[src/rtl/mem_bus_ctrl_if.sv]
// Bus bundle between the CPU memory port, the controller and the external SRAM.
// The slave side is the controller; the master side plays the core and the SRAM.
interface mem_bus_ctrl_if;
  logic        cpu_req;
  logic        cpu_we;
  logic [23:0] cpu_addr;
  logic [15:0] cpu_wdata;
  logic [15:0] cpu_rdata;
  logic        cpu_ready;
  logic [23:0] mem_addr;
  logic [15:0] mem_dq_out;
  logic        mem_dq_oe;
  logic [15:0] mem_dq_in;
  logic        mem_ce_n;
  logic        mem_oe_n;
  logic        mem_we_n;
  logic [15:0] io_value;

  modport slave (
    input  cpu_req, cpu_we, cpu_addr, cpu_wdata, mem_dq_in,
    output cpu_rdata, cpu_ready, mem_addr, mem_dq_out, mem_dq_oe,
           mem_ce_n, mem_oe_n, mem_we_n, io_value
  );

  modport master (
    output cpu_req, cpu_we, cpu_addr, cpu_wdata, mem_dq_in,
    input  cpu_rdata, cpu_ready, mem_addr, mem_dq_out, mem_dq_oe,
           mem_ce_n, mem_oe_n, mem_we_n, io_value
  );
endinterface

[src/rtl/mem_bus_ctrl.sv]
// Turns single-word core requests into async SRAM strobe sequences with WAIT_CYCLES
// wait states, and decodes one I/O word holding the seven-segment display value.
//
// state  | meaning
// IDLE   | waiting for cpu_req; captures the request
// ACCESS | SRAM strobes active, wait counter running
// HOLD   | write recovery: data still driven one cycle after we_n rises
// DONE   | transaction finished; cpu_ready pulses on the way out
module mem_bus_ctrl #(
  parameter int unsigned WAIT_CYCLES = 3,
  parameter logic [23:0] IO_ADDR     = 24'hFFFFFF
) (
  input logic           clk,
  input logic           reset,
  mem_bus_ctrl_if.slave bus
);
  typedef enum logic [1:0] {IDLE, ACCESS, HOLD, DONE} state_t;

  localparam logic [3:0] CNT_LOAD = 4'(WAIT_CYCLES - 1);

  state_t      state, state_nxt;
  logic [3:0]  cnt, cnt_nxt;
  logic        we_q, we_nxt;
  logic [23:0] addr_q, addr_nxt;
  logic [15:0] dq_out_q, dq_out_nxt;
  logic [15:0] rdata_q, rdata_nxt;
  logic [15:0] io_q, io_nxt;
  logic        dq_oe_q, dq_oe_nxt;
  logic        ce_n_q, ce_n_nxt;
  logic        oe_n_q, oe_n_nxt;
  logic        we_n_q, we_n_nxt;
  logic        ready_q, ready_nxt;

  always_ff @(posedge clk) begin
    if (reset) begin
      state    <= IDLE;
      cnt      <= '0;
      we_q     <= 1'b0;
      addr_q   <= '0;
      dq_out_q <= '0;
      rdata_q  <= '0;
      io_q     <= '0;
      dq_oe_q  <= 1'b0;
      ce_n_q   <= 1'b1;
      oe_n_q   <= 1'b1;
      we_n_q   <= 1'b1;
      ready_q  <= 1'b0;
    end else begin
      state    <= state_nxt;
      cnt      <= cnt_nxt;
      we_q     <= we_nxt;
      addr_q   <= addr_nxt;
      dq_out_q <= dq_out_nxt;
      rdata_q  <= rdata_nxt;
      io_q     <= io_nxt;
      dq_oe_q  <= dq_oe_nxt;
      ce_n_q   <= ce_n_nxt;
      oe_n_q   <= oe_n_nxt;
      we_n_q   <= we_n_nxt;
      ready_q  <= ready_nxt;
    end
  end

  // Every output is a register, so cpu_ready lands one edge after DONE is entered.
  always_comb begin
    state_nxt  = state;
    cnt_nxt    = cnt;
    we_nxt     = we_q;
    addr_nxt   = addr_q;
    dq_out_nxt = dq_out_q;
    rdata_nxt  = rdata_q;
    io_nxt     = io_q;
    dq_oe_nxt  = dq_oe_q;
    ce_n_nxt   = ce_n_q;
    oe_n_nxt   = oe_n_q;
    we_n_nxt   = we_n_q;
    ready_nxt  = 1'b0;
    case (state)
      IDLE: begin
        if (bus.cpu_req) begin
          we_nxt  = bus.cpu_we;
          cnt_nxt = CNT_LOAD;
          if (bus.cpu_addr == IO_ADDR) begin
            state_nxt = DONE;
            if (bus.cpu_we) io_nxt = bus.cpu_wdata;
            else            rdata_nxt = io_q;
          end else begin
            state_nxt = ACCESS;
            addr_nxt  = bus.cpu_addr;
            ce_n_nxt  = 1'b0;
            if (bus.cpu_we) begin
              we_n_nxt   = 1'b0;
              dq_oe_nxt  = 1'b1;
              dq_out_nxt = bus.cpu_wdata;
            end else begin
              oe_n_nxt = 1'b0;
            end
          end
        end
      end
      ACCESS: begin
        if (cnt == 4'd0) begin
          if (we_q) begin
            we_n_nxt  = 1'b1;
            state_nxt = HOLD;
          end else begin
            rdata_nxt = bus.mem_dq_in;
            ce_n_nxt  = 1'b1;
            oe_n_nxt  = 1'b1;
            state_nxt = DONE;
          end
        end else begin
          cnt_nxt = cnt - 4'd1;
        end
      end
      HOLD: begin
        ce_n_nxt  = 1'b1;
        dq_oe_nxt = 1'b0;
        state_nxt = DONE;
      end
      DONE: begin
        ready_nxt = 1'b1;
        state_nxt = IDLE;
      end
      default: state_nxt = IDLE;
    endcase
  end

  assign bus.cpu_rdata  = rdata_q;
  assign bus.cpu_ready  = ready_q;
  assign bus.mem_addr   = addr_q;
  assign bus.mem_dq_out = dq_out_q;
  assign bus.mem_dq_oe  = dq_oe_q;
  assign bus.mem_ce_n   = ce_n_q;
  assign bus.mem_oe_n   = oe_n_q;
  assign bus.mem_we_n   = we_n_q;
  assign bus.io_value   = io_q;
endmodule

[src/flat_wrapper.sv]
// flat-port wrapper written by rule: the top's interface ports become plain ports
module mem_bus_ctrl_flat 
#(
  parameter int unsigned WAIT_CYCLES = 3,
  parameter logic [23:0] IO_ADDR     = 24'hFFFFFF
)
  (clk, reset, bus_cpu_req, bus_cpu_we, bus_cpu_addr, bus_cpu_wdata, bus_mem_dq_in, bus_cpu_rdata, bus_cpu_ready, bus_mem_addr, bus_mem_dq_out, bus_mem_dq_oe, bus_mem_ce_n, bus_mem_oe_n, bus_mem_we_n, bus_io_value);
  mem_bus_ctrl_if bus_i ();
  input logic clk;
  input logic reset;
  input wire logic [$bits(bus_i.cpu_req)-1:0] bus_cpu_req;
  input wire logic [$bits(bus_i.cpu_we)-1:0] bus_cpu_we;
  input wire logic [$bits(bus_i.cpu_addr)-1:0] bus_cpu_addr;
  input wire logic [$bits(bus_i.cpu_wdata)-1:0] bus_cpu_wdata;
  input wire logic [$bits(bus_i.mem_dq_in)-1:0] bus_mem_dq_in;
  output wire logic [$bits(bus_i.cpu_rdata)-1:0] bus_cpu_rdata;
  output wire logic [$bits(bus_i.cpu_ready)-1:0] bus_cpu_ready;
  output wire logic [$bits(bus_i.mem_addr)-1:0] bus_mem_addr;
  output wire logic [$bits(bus_i.mem_dq_out)-1:0] bus_mem_dq_out;
  output wire logic [$bits(bus_i.mem_dq_oe)-1:0] bus_mem_dq_oe;
  output wire logic [$bits(bus_i.mem_ce_n)-1:0] bus_mem_ce_n;
  output wire logic [$bits(bus_i.mem_oe_n)-1:0] bus_mem_oe_n;
  output wire logic [$bits(bus_i.mem_we_n)-1:0] bus_mem_we_n;
  output wire logic [$bits(bus_i.io_value)-1:0] bus_io_value;
  assign bus_i.cpu_req = bus_cpu_req;
  assign bus_i.cpu_we = bus_cpu_we;
  assign bus_i.cpu_addr = bus_cpu_addr;
  assign bus_i.cpu_wdata = bus_cpu_wdata;
  assign bus_i.mem_dq_in = bus_mem_dq_in;
  assign bus_cpu_rdata = bus_i.cpu_rdata;
  assign bus_cpu_ready = bus_i.cpu_ready;
  assign bus_mem_addr = bus_i.mem_addr;
  assign bus_mem_dq_out = bus_i.mem_dq_out;
  assign bus_mem_dq_oe = bus_i.mem_dq_oe;
  assign bus_mem_ce_n = bus_i.mem_ce_n;
  assign bus_mem_oe_n = bus_i.mem_oe_n;
  assign bus_mem_we_n = bus_i.mem_we_n;
  assign bus_io_value = bus_i.io_value;
  mem_bus_ctrl #(.WAIT_CYCLES(WAIT_CYCLES), .IO_ADDR(IO_ADDR)) u_core (.clk(clk), .reset(reset), .bus(bus_i));
endmodule
[config.mk]
export PLATFORM = sky130hd
export DESIGN_NAME = mem_bus_ctrl_flat
export DESIGN_NICKNAME = d
export VERILOG_FILES = /design/src/rtl/mem_bus_ctrl_if.sv /design/src/rtl/mem_bus_ctrl.sv /design/src/flat_wrapper.sv
export SDC_FILE = /design/constraint.sdc
export NUM_CORES = 1
export LEC_CHECK = 0
export BUFFER_PORTS_ARGS = -buffer_cell sky130_fd_sc_hd__buf_2
export CAP_MARGIN = 20
export CORE_MARGIN = 3
export CORE_UTILIZATION = 35
export DETAILED_ROUTE_END_ITERATION = 16
export SLEW_MARGIN = 20
export SYNTH_ARGS = -nofsm -noshare
export SYNTH_HDL_FRONTEND = slang
export SYNTH_SLANG_ARGS = --single-unit
[constraint.sdc]
create_clock -name clk -period 2.5 [get_ports clk]
set_input_delay 0.375 -clock clk [delete_from_list [all_inputs] [get_ports clk]]
set_output_delay 0.375 -clock clk [all_outputs]
set_load 0.005 [all_outputs]
==> summary by stage, run 1 <==
Route
After detailed routing, the number of remaining DRC violations is 0. The post-route antenna net violation count is 0. Wires add up to 9.54 mm. The detailed-route via count is 3175.

The via count normalized by instance count is 4.83. The initial DRC count is 91. The first detailed-routing pass took 4 iterations. After detailed routing, the average wire length per cell comes to 14.5 um.

Place
The pre-CTS setup slack is 0.277 ns. During placement, the flow inserted port buffers numbering 136. Once placement finished, the instance area stood at 4330 um2.

The number of placed instances, taps included, is 642. The final weighted congestion of routability-driven global placement is 0.846. The estimated wirelength of the detail-placed design is 7.11 mm.

Logic synthesis
The number of enable flip-flop cells after synthesis is 0. The cell count after synthesis came out at 389. Of all flip-flops after synthesis, the portion carrying an async set or reset was 0.

After synthesis, the netlist uses 45 different library cells. The number of nets in the synthesized netlist is 455. The sequential area share after synthesis is 0.473. The post-synthesis sequential element count is 84. The flip-flop cell with the highest count after synthesis is dfxtp_1. Yosys printed 0 warnings. The average cell area after synthesis is 9.14 um2. The synthesized netlist occupies a cell area of 3560 um2.

STA
The number of slew-limit violations in the final report is 0. The worst pin sits at a relative slew slack of 0.585. The setup total negative slack is 0 ns.

The final cycle utilization of the critical path is 0.884. The worst-case clock skew is 0.00816 ns. The final number of setup-violating endpoints is 0. Setup repair after global routing left no endpoint under its margin. The shortest period the worst path allows is 2.21 ns.

The number of hold violations in the final report came to 0. For this run, the top clock speed supported by timing is 452 MHz. In the post-route analysis, the smallest setup slack over all paths is 0.289 ns.

The pin slew with the least headroom to its limit is 0.621 ns.

Final layout
The area growth from synthesis to final layout is 29.2%. The final non-filler cell total is 658. The final standard cell area without fillers is 4600 um2.

The final layout contains 586 nets. The total inserted antenna cells is 0. In the final layout, the share of cells above drive strength 1 is 0.356. The count of filler cells inserted in the layout is 1001.

Setup path
The critical path is of the reg2reg type. The type of element capturing the critical path is a register. The worst setup path startpoint is u_core.state[0]. In this run the critical register-to-register path is launched from u_core.state[0].

The top fanout value on the critical path is 13. The slack of the worst reg-to-reg path is 0.29 ns. The reg-to-reg critical path endpoint is u_core.cnt[3]. The most critical setup path has its endpoint at u_core.cnt[3]. The endpoint arrival time on the critical path is 2.44 ns. The number of cell instances on the worst register-to-register path is 7. The worst setup path is launched from a register. The data required time at the worst endpoint is 2.73 ns.

Clock network
The root buffer cell chosen for the clock tree is clkbuf_8. After clock tree synthesis, the repair step resized 0 gates. The total of hold buffers inserted after clock tree synthesis is 0. Post-CTS timing repair inserted 0 buffers for setup. The H-tree was split into 3 levels. The clock insertion delay at the later pin of the skew report is 0.35 ns. The TritonCTS clock tree is yes. Buffers inserted during clock tree synthesis total 9. The worst-case clock buffer depth is 2. CTS saw 84 sinks. After clock tree synthesis, the clock-pin slew on the worst setup and hold paths is 0.09 ns.

Die
137 I/O pins were placed. The horizontal die dimension is 107 um. The die extent in y is 107 um.

The die covers 11400 um2. The initial standard-cell utilization of the core is 0.362. The core footprint is 9820 um2. The total number of placement rows is 36.

Min path
The path category of the worst min-delay check is in2reg.

Power and ir drop
The standby leakage power is 0.00211 uW. The maximum ir drop on the vdd rail is 0.385 mV. After layout, the design draws a total of 4490 uW. Dividing total power by cell area gives a power density of 978 nW/um2.

Global route
The total overflow left after global routing is 0. The number of antenna violations at the first check in global routing came to 1. The number of global-route vias before repair was 3058. The wire length of the first global-routing pass is 15.4 mm. The largest net degree at the start of global routing is 33. In the global route stage, overall resource usage came out at 0.171.

Run status
The run finished with clean final reports.

Run
The total of max-cap violations is 0.
[routing by layer]
metal  GRT usage  part of all wire  vias up
li1            -                 -     1598
met1       0.204              0.42     1461
met2       0.289              0.49      105
met3      0.0554             0.079        9
met4      0.0548            0.0081        2
met5           0            0.0014        -
[logic make-up (layout without fill, tap and decap cells)]
kind of cell	after synthesis	count (layout)	share of synthesized area
muxes	33	33	0.0929
buffers and inverters	29	165	0.0461
AOI/OAI and AO/OA	84	84	0.170
and+or+nand+nor	151	151	0.192
xor gates and xnor gates	2	2	0.00493
DFF	84	84	0.473
adders and majority gates	6	6	0.0211
[layout by cell type (no fill, tap or decap), types with 2 or more instances in the layout]
| master | netlist | final |
|---|---|---|
| nand3_1 | 4 | 4 |
| a31o_2 | 2 | 2 |
| nand4_1 | 4 | 4 |
| nor2_1 | 41 | 41 |
| a211oi_2 | 15 | 15 |
| bufinv_16 | 0 | 3 |
| mux2i_1 | 33 | 33 |
| clkbuf_8 | 0 | 11 |
| a311oi_1 | 2 | 2 |
| nand2b_1 | 2 | 2 |
| buf_2 | 5 | 136 |
| a21oi_1 | 49 | 48 |
| nand2_1 | 86 | 86 |
| ha_1 | 6 | 6 |
| nor2b_1 | 2 | 2 |
| a211oi_1 | 4 | 4 |
| dfxtp_1 | 84 | 84 |
| inv_1 | 6 | 6 |
| buf_4 | 1 | 6 |
| a21o_2 | 2 | 2 |
[critical path, cell delays in order, from the launching register on]
cell and delay [ns]:
dfxtp_1 0.42, inv_1 0.09, ha_1 0.35, nor2b_1 0.22
a211oi_2 0.34, nor4b_1 0.46, xnor2_1 0.17, nor2_1 0.05
[power breakdown]
part | total [uW] | switching (uW) | leakage [uW] | internal [uW]
logic | 1550 | 890 | 0.00130 | 665
clock network | 1220 | 499 | 0.000126 | 722
registers | 1720 | 137 | 0.000685 | 1580
total | 4490 | 1530 | 0.00211 | 2970
[synth_stat cells (2+ instances only)]
cell type  instances  area (um2)
a211oi_1           4        30.0
ha_1               6        75.1
inv_1              6        22.5
a21o_2             2        17.5
nand3_1            4        20.0
a21oi_1           49         245
a31o_2             2        17.5
mux2i_1           33         330
nand2_1           86         323
a311oi_1           2        17.5
buf_2              5        25.0
dfxtp_1           84        1680
nand2b_1           2        12.5
nor2b_1            2        12.5
clkbuf_1          10        37.5
nor2_1            41         154
buf_6              6        67.6
nand4_1            4        25.0
a211oi_2          15         188
[through the flow]
stage	utilization	hold WS, ns
final	0.468	0.266
after global placement	0.441	0.440
after detailed placement	0.441	0.444
after global routing	0.468	0.251
after CTS	0.467	0.253
after floorplan	-	0.453
[state kept, by name (all words and copies together), names as in the netlist]
name                   flops
u_core.bus.io_value       16
u_core.bus.cpu_ready       1
u_core.bus.mem_dq_oe       1
u_core.state               2
u_core.we_q                1
u_core.bus.mem_dq_out     16
u_core.bus.mem_we_n        1
u_core.bus.cpu_rdata      16
u_core.bus.mem_addr       24
u_core.cnt                 4
u_core.bus.mem_oe_n        1
u_core.bus.mem_ce_n        1
[worst min-delay path by stage]
stage                     slack [ns]  cells after the start               startpoint                         to
after detailed placement        0.44                      2  u_core.bus.mem_addr[16]    u_core.bus.mem_addr[16]
after global routing            0.25                      3          bus_cpu_addr[3]     u_core.bus.mem_addr[3]
after global placement          0.44                      2   u_core.bus.mem_addr[8]     u_core.bus.mem_addr[8]
after CTS                       0.25                      3          bus_cpu_addr[3]     u_core.bus.mem_addr[3]
after floorplan                 0.45                      2   u_core.bus.mem_addr[0]     u_core.bus.mem_addr[0]
final                           0.27                      3        bus_cpu_wdata[15]  u_core.bus.mem_dq_out[15]
[area by class of cell]
type / instances / area, um2 / share of cell area
multi-input combinational: 276 / 1720 / 0.375
tap: 133 / 166 / 0.0362
clock inverter: 5 / 106 / 0.0231
timing repair buffer: 143 / 746 / 0.162
sequential: 84 / 1680 / 0.366
clock buffer: 11 / 151 / 0.0329
inverter: 6 / 22.5 / 0.00490
Note: power is estimated with default switching activity, not from simulation.
==> inputs of run 2 (changes only) <==
--- a/config.mk
+++ b/config.mk
@@ -7,9 +7,12 @@
 export LEC_CHECK = 0
 export BUFFER_PORTS_ARGS = -buffer_cell sky130_fd_sc_hd__buf_2
 export CAP_MARGIN = 20
+export CORE_ASPECT_RATIO = 0.6
 export CORE_MARGIN = 3
-export CORE_UTILIZATION = 35
+export CORE_UTILIZATION = 49
 export DETAILED_ROUTE_END_ITERATION = 16
+export PLACE_DENSITY = 0.8
+export SETUP_SLACK_MARGIN = 0.4
 export SLEW_MARGIN = 20
 export SYNTH_ARGS = -nofsm -noshare
 export SYNTH_HDL_FRONTEND = slang
==> run 2 against run 1 <==
  * Clock skew fell by 0.0014 ns
  * Maximum frequency rose by 9.4%
  * Register-to-register slack improved by 0.19 ns
  * Combinational power rose by 11%
  * Routed wire length rose by 7.9%
  * Core utilization rose by 21 points
  * First-iteration DRC count rose to 3.3 times the previous value
  * Sequential share of layout area fell by 0.21 points
  * Non-clock buffer count rose by 6
  * Cell area rose by 0.57%
  * Highest routed layer is now met4
==> summary by stage, run 2 (synthesis results as in run 1) <==
Final layout
The library cell used most frequently in the layout, excluding fill and tap cells, is buf_2. The count of nets after finishing is 592. The number of flip-flops in the largest register is 24. The number of antenna diodes in the final layout is 0. The area growth from synthesis to final layout is 30.0%.

Leaving out fill and tap cells, the most frequent cells in the layout are buf_2, nand2_1, dfxtp_1, a21oi_1, nor2_1. Of the cells placed in the final design, the portion with a size suffix greater than 1 is 0.360.

Place
Summed over all nets, the half-perimeter wirelength after detailed placement is 7.40 mm. The number of port buffers is 136. The congestion estimate from routability-driven global placement came to 0.874.

Setup path
The longest individual stage delay on the worst path is 0.41 ns. The critical path startpoint category is a register. Data arrives at the worst endpoint at 2.26 ns. Counting both buffers and inverters, the worst setup path holds a total of 2. Tracing the worst setup path back leads to its startpoint at u_core.cnt[0].

In this run the critical register-to-register path is launched from u_core.cnt[0]. The type of element capturing the critical path is a register. STA puts the critical path data required time at 2.74 ns.

The highest-delay cell along the critical path is or3b_4. The top fanout value on the critical path is 16. Walking the worst path, the cells encountered are inv_1 -> ha_1 -> or3b_4 -> o21ai_1 -> o2111a_2 -> buf_12 -> nor2_1 -> a211oi_2.

The critical path is of the reg2reg type. The cell family contributing the most delay on the critical path is compound AO/OA/AOI/OAI gates.

STA
Adding up every negative setup slack in the final design gives 0 ns. Derived from the worst setup path, the maximum achievable clock frequency is 495 MHz. The number of slew-limit violations in the final report came to 0. The pin slew with the least headroom to its limit is 0.813 ns. The worst-case clock skew is 0.00675 ns.

In the finished design, the share of the clock period the worst path needs comes to 0.808. Hold is met by 0.297 ns. Setup violations remaining at the end of the flow were counted as 0. The number of hold violations in the final report is 0. The shortest period the worst path allows is 2.02 ns. The headroom to the max-slew limit is 0.458. Setup repair after global routing left no endpoint under its margin.

Die
The floorplan step defined a die boundary enclosing 8350 um2. From bottom edge to top edge, the die measures 72 um. In this run the count of I/O pins placed on the die edge is 137. The core footprint is 6850 um2. The floorplan step set the die width to 116 um. The initial standard-cell utilization of the core is 0.519. The floorplan has 23 rows.

Route
After the first detailed-routing iteration, the DRC count stood at 303. The via count normalized by instance count is 5.41. The post-route antenna net violation count is 0. The average wire per standard cell is 16.7 um. After detailed routing, the total wire length is 10.3 mm.

For this run, design rule violations remaining after detail routing come to 0. The detailed-route via count is 3338. The detailed-routing iteration count for the pre-antenna-repair pass is 5.

Power and ir drop
Dividing total power by cell area gives a power density of 996 nW/um2. The net load switching power is 1600 uW. In this run the static leakage power is 0.00214 uW.

Of the total power, combinational logic draws 0.374. Overall power consumption after layout is estimated at 4610 uW. The internal power of the cells is 3000 uW. The maximum ir drop on the vdd rail is 0.401 mV. The switching part of the total is 0.348.

Of the total power, registers draw 0.376. The clock network power share is 0.250.

Clock network
Clock tree synthesis found a total of 84 sinks. The H-tree depth is 3. The clock root buffer is clkbuf_16. The longest clock path from root to sink contains 2 buffers. TritonCTS built the clock tree. The number of clock buffers added by TritonCTS is 9. The clock insertion delay at the later pin of the skew report is 0.33 ns. After clock tree synthesis, the clock-pin slew on the worst setup and hold paths is 0.06 ns. The total of hold buffers inserted after clock tree synthesis is 0.

Global route
The wire length of the first global-routing pass is 15.6 mm. The number of antenna violations at the first check in global routing came to 0. The largest net degree at the start of global routing is 37. For this run, the total global-route usage over all layers was measured as 0.241. The number of global-route vias before repair is 3068. Summed over all layers, the global routing overflow is 0.

Min path
In this run the worst hold path is classified as in2reg. The startpoint identified for the worst hold timing path is bus_cpu_addr[14].

Run status
The run finished with clean final reports.

Run
The total of max-cap violations is 0.
-- run 2: worst reg2reg max path: cells and delay by family (launching register included) --
kind	cells	cell delay [ns]
and+or+nand+nor	2	0.48
adders and majority gates	1	0.20
DFF	1	0.33
buffers and inverters	2	0.28
AOI/OAI and AO/OA	3	0.65
-- run 2: area by class of cell --
class                      count  area [um2]
sequential                    84        1680
fill                         542        2230
inverter                       6        22.5
clock inverter                 2        12.5
clock buffer                  13         240
tap                           87         109
multi-input combinational    276        1720
timing repair buffer         149         833
-- run 2: path summary, 6_finish.rpt --
kind	end	slack [ns]	cells after the start
max	u_core.bus.cpu_rdata[5]	0.48	8
min reg2reg	u_core.bus.mem_dq_out[13]	0.45	2
max reg2reg	u_core.bus.cpu_rdata[5]	0.48	8
min	u_core.bus.mem_addr[14]	0.30	3
-- run 2: repair_timing --
item | CTS | global route
resized for setup | 1 | 3
setup endpoints to repair | 10 | 19
pin swaps | 0 | 1
cloned | 0 | 1
setup buffers | 0 | 4
-- run 2: metal layers --
| layer | track usage | wire length (um) |
|---|---|---|
| met4 | 0.100 | 161 |
| met1 | 0.323 | 4380 |
| met2 | 0.361 | 4690 |
| met5 | 0 | 0 |
| met3 | 0.0792 | 1060 |
-- run 2: through the flow --
| stage | cell area [um2] | std cells | setup WS, ns | utilization |
|---|---|---|---|---|
| after floorplan | 3560 | 389 | 0.761 | - |
| after CTS | 4550 | 612 | 0.445 | 0.664 |
| after global placement | 4290 | 597 | 0.468 | 0.626 |
| final | 4620 | 617 | 0.479 | 0.675 |
| after detailed placement | 4290 | 597 | 0.349 | 0.626 |
| after global routing | 4620 | 617 | 0.392 | 0.675 |
-- run 2: power groups by stage --
stage / Sequential (uW) / Combinational (uW) / Clock, uW
after floorplan: 1760 / 1100 / 0
after global placement: 1740 / 1550 / 0
after detailed placement: 1750 / 1610 / 0
after CTS: 1730 / 1640 / 1170
after global routing: 1760 / 1900 / 1230
final: 1730 / 1720 / 1150
==> inputs of run 3 (changes only) <==
--- a/config.mk
+++ b/config.mk
@@ -9,9 +9,9 @@
 export CAP_MARGIN = 20
 export CORE_ASPECT_RATIO = 0.6
 export CORE_MARGIN = 3
-export CORE_UTILIZATION = 49
+export CORE_UTILIZATION = 44
 export DETAILED_ROUTE_END_ITERATION = 16
-export PLACE_DENSITY = 0.8
+export PLACE_DENSITY = 0.76
 export SETUP_SLACK_MARGIN = 0.4
 export SLEW_MARGIN = 20
 export SYNTH_ARGS = -nofsm -noshare
==> constraint.sdc (replaced) <==
create_clock -name clk -period 1.75 [get_ports clk]
set_input_delay 0.2625 -clock clk [delete_from_list [all_inputs] [get_ports clk]]
set_output_delay 0.2625 -clock clk [all_outputs]
set_load 0.005 [all_outputs]
==> run 3 against run 2 <==
  * The run now ends with negative setup slack left
  * Via count rose by 24%
  * Global-route usage grew 6.7 points
  * Sequential cell count is the same
  * Routed wire length grew 58%
  * Clock power up 89%
  * Core utilization up 15 points
  * Register-to-register slack worse by 0.71 ns
  * Non-clock buffer count rose by 53
  * Combinational power rose to 3.0 times the previous value
  * Clock skew up 0.0012 ns
  * Highest routed layer is now met5
==> summary by stage, run 3 (synthesis results as in run 1) <==
Run status
The run finished, with violations left. The final reports fail on negative setup slack.

Global route
The wire length of the first global-routing pass is 21.7 mm. Entering global routing, the biggest net connects 33 pins. The aggregate global routing overflow is 0. The total global-route track usage is 0.309. The number of antenna violations at the first check in global routing is 1. The number of global-route vias before repair was 4044.

Power and ir drop
The switching part of the total is 0.378. The internal portion of the total power is 6170 uW. Of the total power, combinational logic draws 0.519. The share of total power dissipated in sequential elements is 0.262. In this run the power density over the cells is 1590 nW/um2. The net load switching power is 3750 uW. Of the total power, the clock network draws 0.219. Across the VDD grid, the largest voltage drop is 0.850 mV. For this design the static power due to leakage is 0.00292 uW.

Setup path
The type of element capturing the critical path is a register. In this run the worst setup path begins at u_core.cnt[1]. The reg-to-reg startpoint is u_core.cnt[1].

The critical path startpoint category is a register. The worst register-to-register path ends at u_core.bus.cpu_rdata[10]. In this run the worst path has a maximum fanout of 8. The category of the critical setup timing path is reg2reg. For flop-to-flop paths, the worst setup slack is -0.23 ns. The number of cell instances on the worst register-to-register path is 9.

Data on the critical path is required at its endpoint by 2.00 ns. At the worst endpoint, the arrival time is 2.23 ns.

Final layout
The finished cells cover 6250 um2. Leaving out fill and tap cells, the most frequent cell in the layout is buf_2. At the end of the flow the core is filled with cells to 0.829. After the last flow step, the layout net total stands at 646. The area growth from synthesis to final layout is 75.7%. The library cells used most frequently in the layout, excluding fill and tap cells, are buf_2, dfxtp_1, nand2_4, a21oi_2, nand2_1.

The share of post-route cells with drive strength above 1 is 0.646. The count of filler cells inserted in the layout is 345. The number of flip-flops in the largest register is 24. The total inserted antenna cells is 0.

STA
For the final database, setup skew stands at 0.00794 ns. Setup violations remaining at the end of the flow were counted as 21. In the finished design, the share of the clock period the worst path needs comes to 1.13. The number of slew-limit violations in the final report came to 0. The final-layout worst hold slack is 0.184 ns. The pin slew with the least headroom to its limit is 0.450 ns. The shortest period the worst path allows is 1.98 ns. Setup repair after global routing could not meet its margin everywhere.

The worst pin sits at a relative slew slack of 0.700. The number of hold violations in the final report was 0. Timing would allow up to 505 MHz. After layout, the worst setup slack is -0.231 ns.

Die
The die extent in y is 75.6 um. The initial standard-cell utilization of the core is 0.472. The total area inside the core boundary comes to 7540 um2. The die covers 9230 um2. The total number of placement rows is 24. The boundary pin count is 137. In this run the horizontal extent of the chip is 122 um.

Place
The instance area at placement is 4680 um2. The final weighted congestion of routability-driven global placement is 0.814. The estimated wirelength of the detail-placed design is 7.60 mm. The number of port buffers is 136.

Clock network
Clock tree synthesis inserted a total of 9 buffers. The clock-pin slew reported for the worst setup and hold paths after clock tree synthesis is 0.06 ns. Clock tree synthesis found a total of 84 sinks. In this run the deepest clock path goes through 2 buffers.

The clock root buffer is clkbuf_16. The TritonCTS clock tree is yes. The H-tree depth is 3. The clock insertion delay at the later pin of the skew report is 0.34 ns.

Route
The first detailed-routing pass took 6 iterations. The routed wire length is 16.3 mm. In the routed layout, each cell is associated on average with a via count of 6.00. The average wire per standard cell is 23.7 um. For this run, design rule violations remaining after detail routing come to 0.

Once detail routing completed, the nets flagged for antenna violations numbered 0. After the first detailed-routing iteration, the DRC count stood at 404. The final route contains 4127 vias.

Min path
The cell depth of the worst hold path is 3. The worst hold path terminates at u_core.bus.mem_dq_out[12]. The path category of the worst min-delay check is in2reg. The source of the worst hold timing path is bus_cpu_wdata[12].

Run
Across the run, the number of max-cap violations was 0.
-- run 3: power by group through the flow --
| stage | clock network (uW) | registers [uW] | logic, uW |
|---|---|---|---|
| after CTS | 2160 | 2530 | 4370 |
| after global routing | 2240 | 2630 | 5360 |
| after floorplan | 0 | 2550 | 1900 |
| after detailed placement | 0 | 2510 | 2920 |
| final | 2170 | 2600 | 5150 |
| after global placement | 0 | 2510 | 2810 |
-- run 3: worst max-delay path: stages, from the launching register on --
cell and delay (ns):
dfxtp_2 0.33, inv_2 0.08, ha_4 0.13, or3b_4 0.40, o21ai_4 0.17, o2111a_2 0.28
buf_6 0.12, buf_12 0.12, nor2_1 0.05, a211oi_2 0.19
-- run 3: timing repair --
action,in CTS,in global routing
resized for setup,149,45
cloned,9,1
pin swaps,55,14
buffers inserted,19,8
hold buffers,0,0
setup endpoints to repair,82,83
-- run 3: metal layers --
metal,GRT usage,up-vias,wire length [um],share of wire
met1,0.397,1979,6330,0.39
met2,0.503,328,7520,0.46
li1,-,1733,-,-
met3,0.0853,85,1740,0.11
met5,0,-,13,0.00080
met4,0.123,2,708,0.043
-- run 3: worst max path at each step --
stage | end | slack (ns) | cells past startpoint
2_1_floorplan | u_core.bus.cpu_rdata[10] | 0.05 | 8
5_1_grt | u_core.bus.cpu_rdata[10] | -0.25 | 9
6_report | u_core.bus.cpu_rdata[10] | -0.23 | 9
3_3_place_gp | u_core.bus.cpu_rdata[1] | -0.08 | 8
3_5_place_dp | u_core.bus.mem_addr[0] | -0.16 | 7
4_1_cts | u_core.bus.cpu_rdata[2] | -0.12 | 8
-- run 3: stage by stage --
step	TNS, ns	total power (uW)	instances	worst slack [ns]
after global placement	-1.08	5320	636	-0.0793
after detailed placement	-3.83	5430	636	-0.164
after floorplan	0	4450	389	0.0518
final	-3.54	9920	688	-0.231
after global routing	-4.25	10200	688	-0.253
after CTS	-1.71	9060	679	-0.115
-- run 3: layout make-up --
cell class	instances	area [um2]	area share
multi-input combinational	277	2530	0.406
clock inverter	3	67.6	0.0108
inverter	6	27.5	0.00440
sequential	84	1690	0.270
timing repair buffer	202	1530	0.245
clock buffer	12	268	0.0428
tap	104	130	0.0208
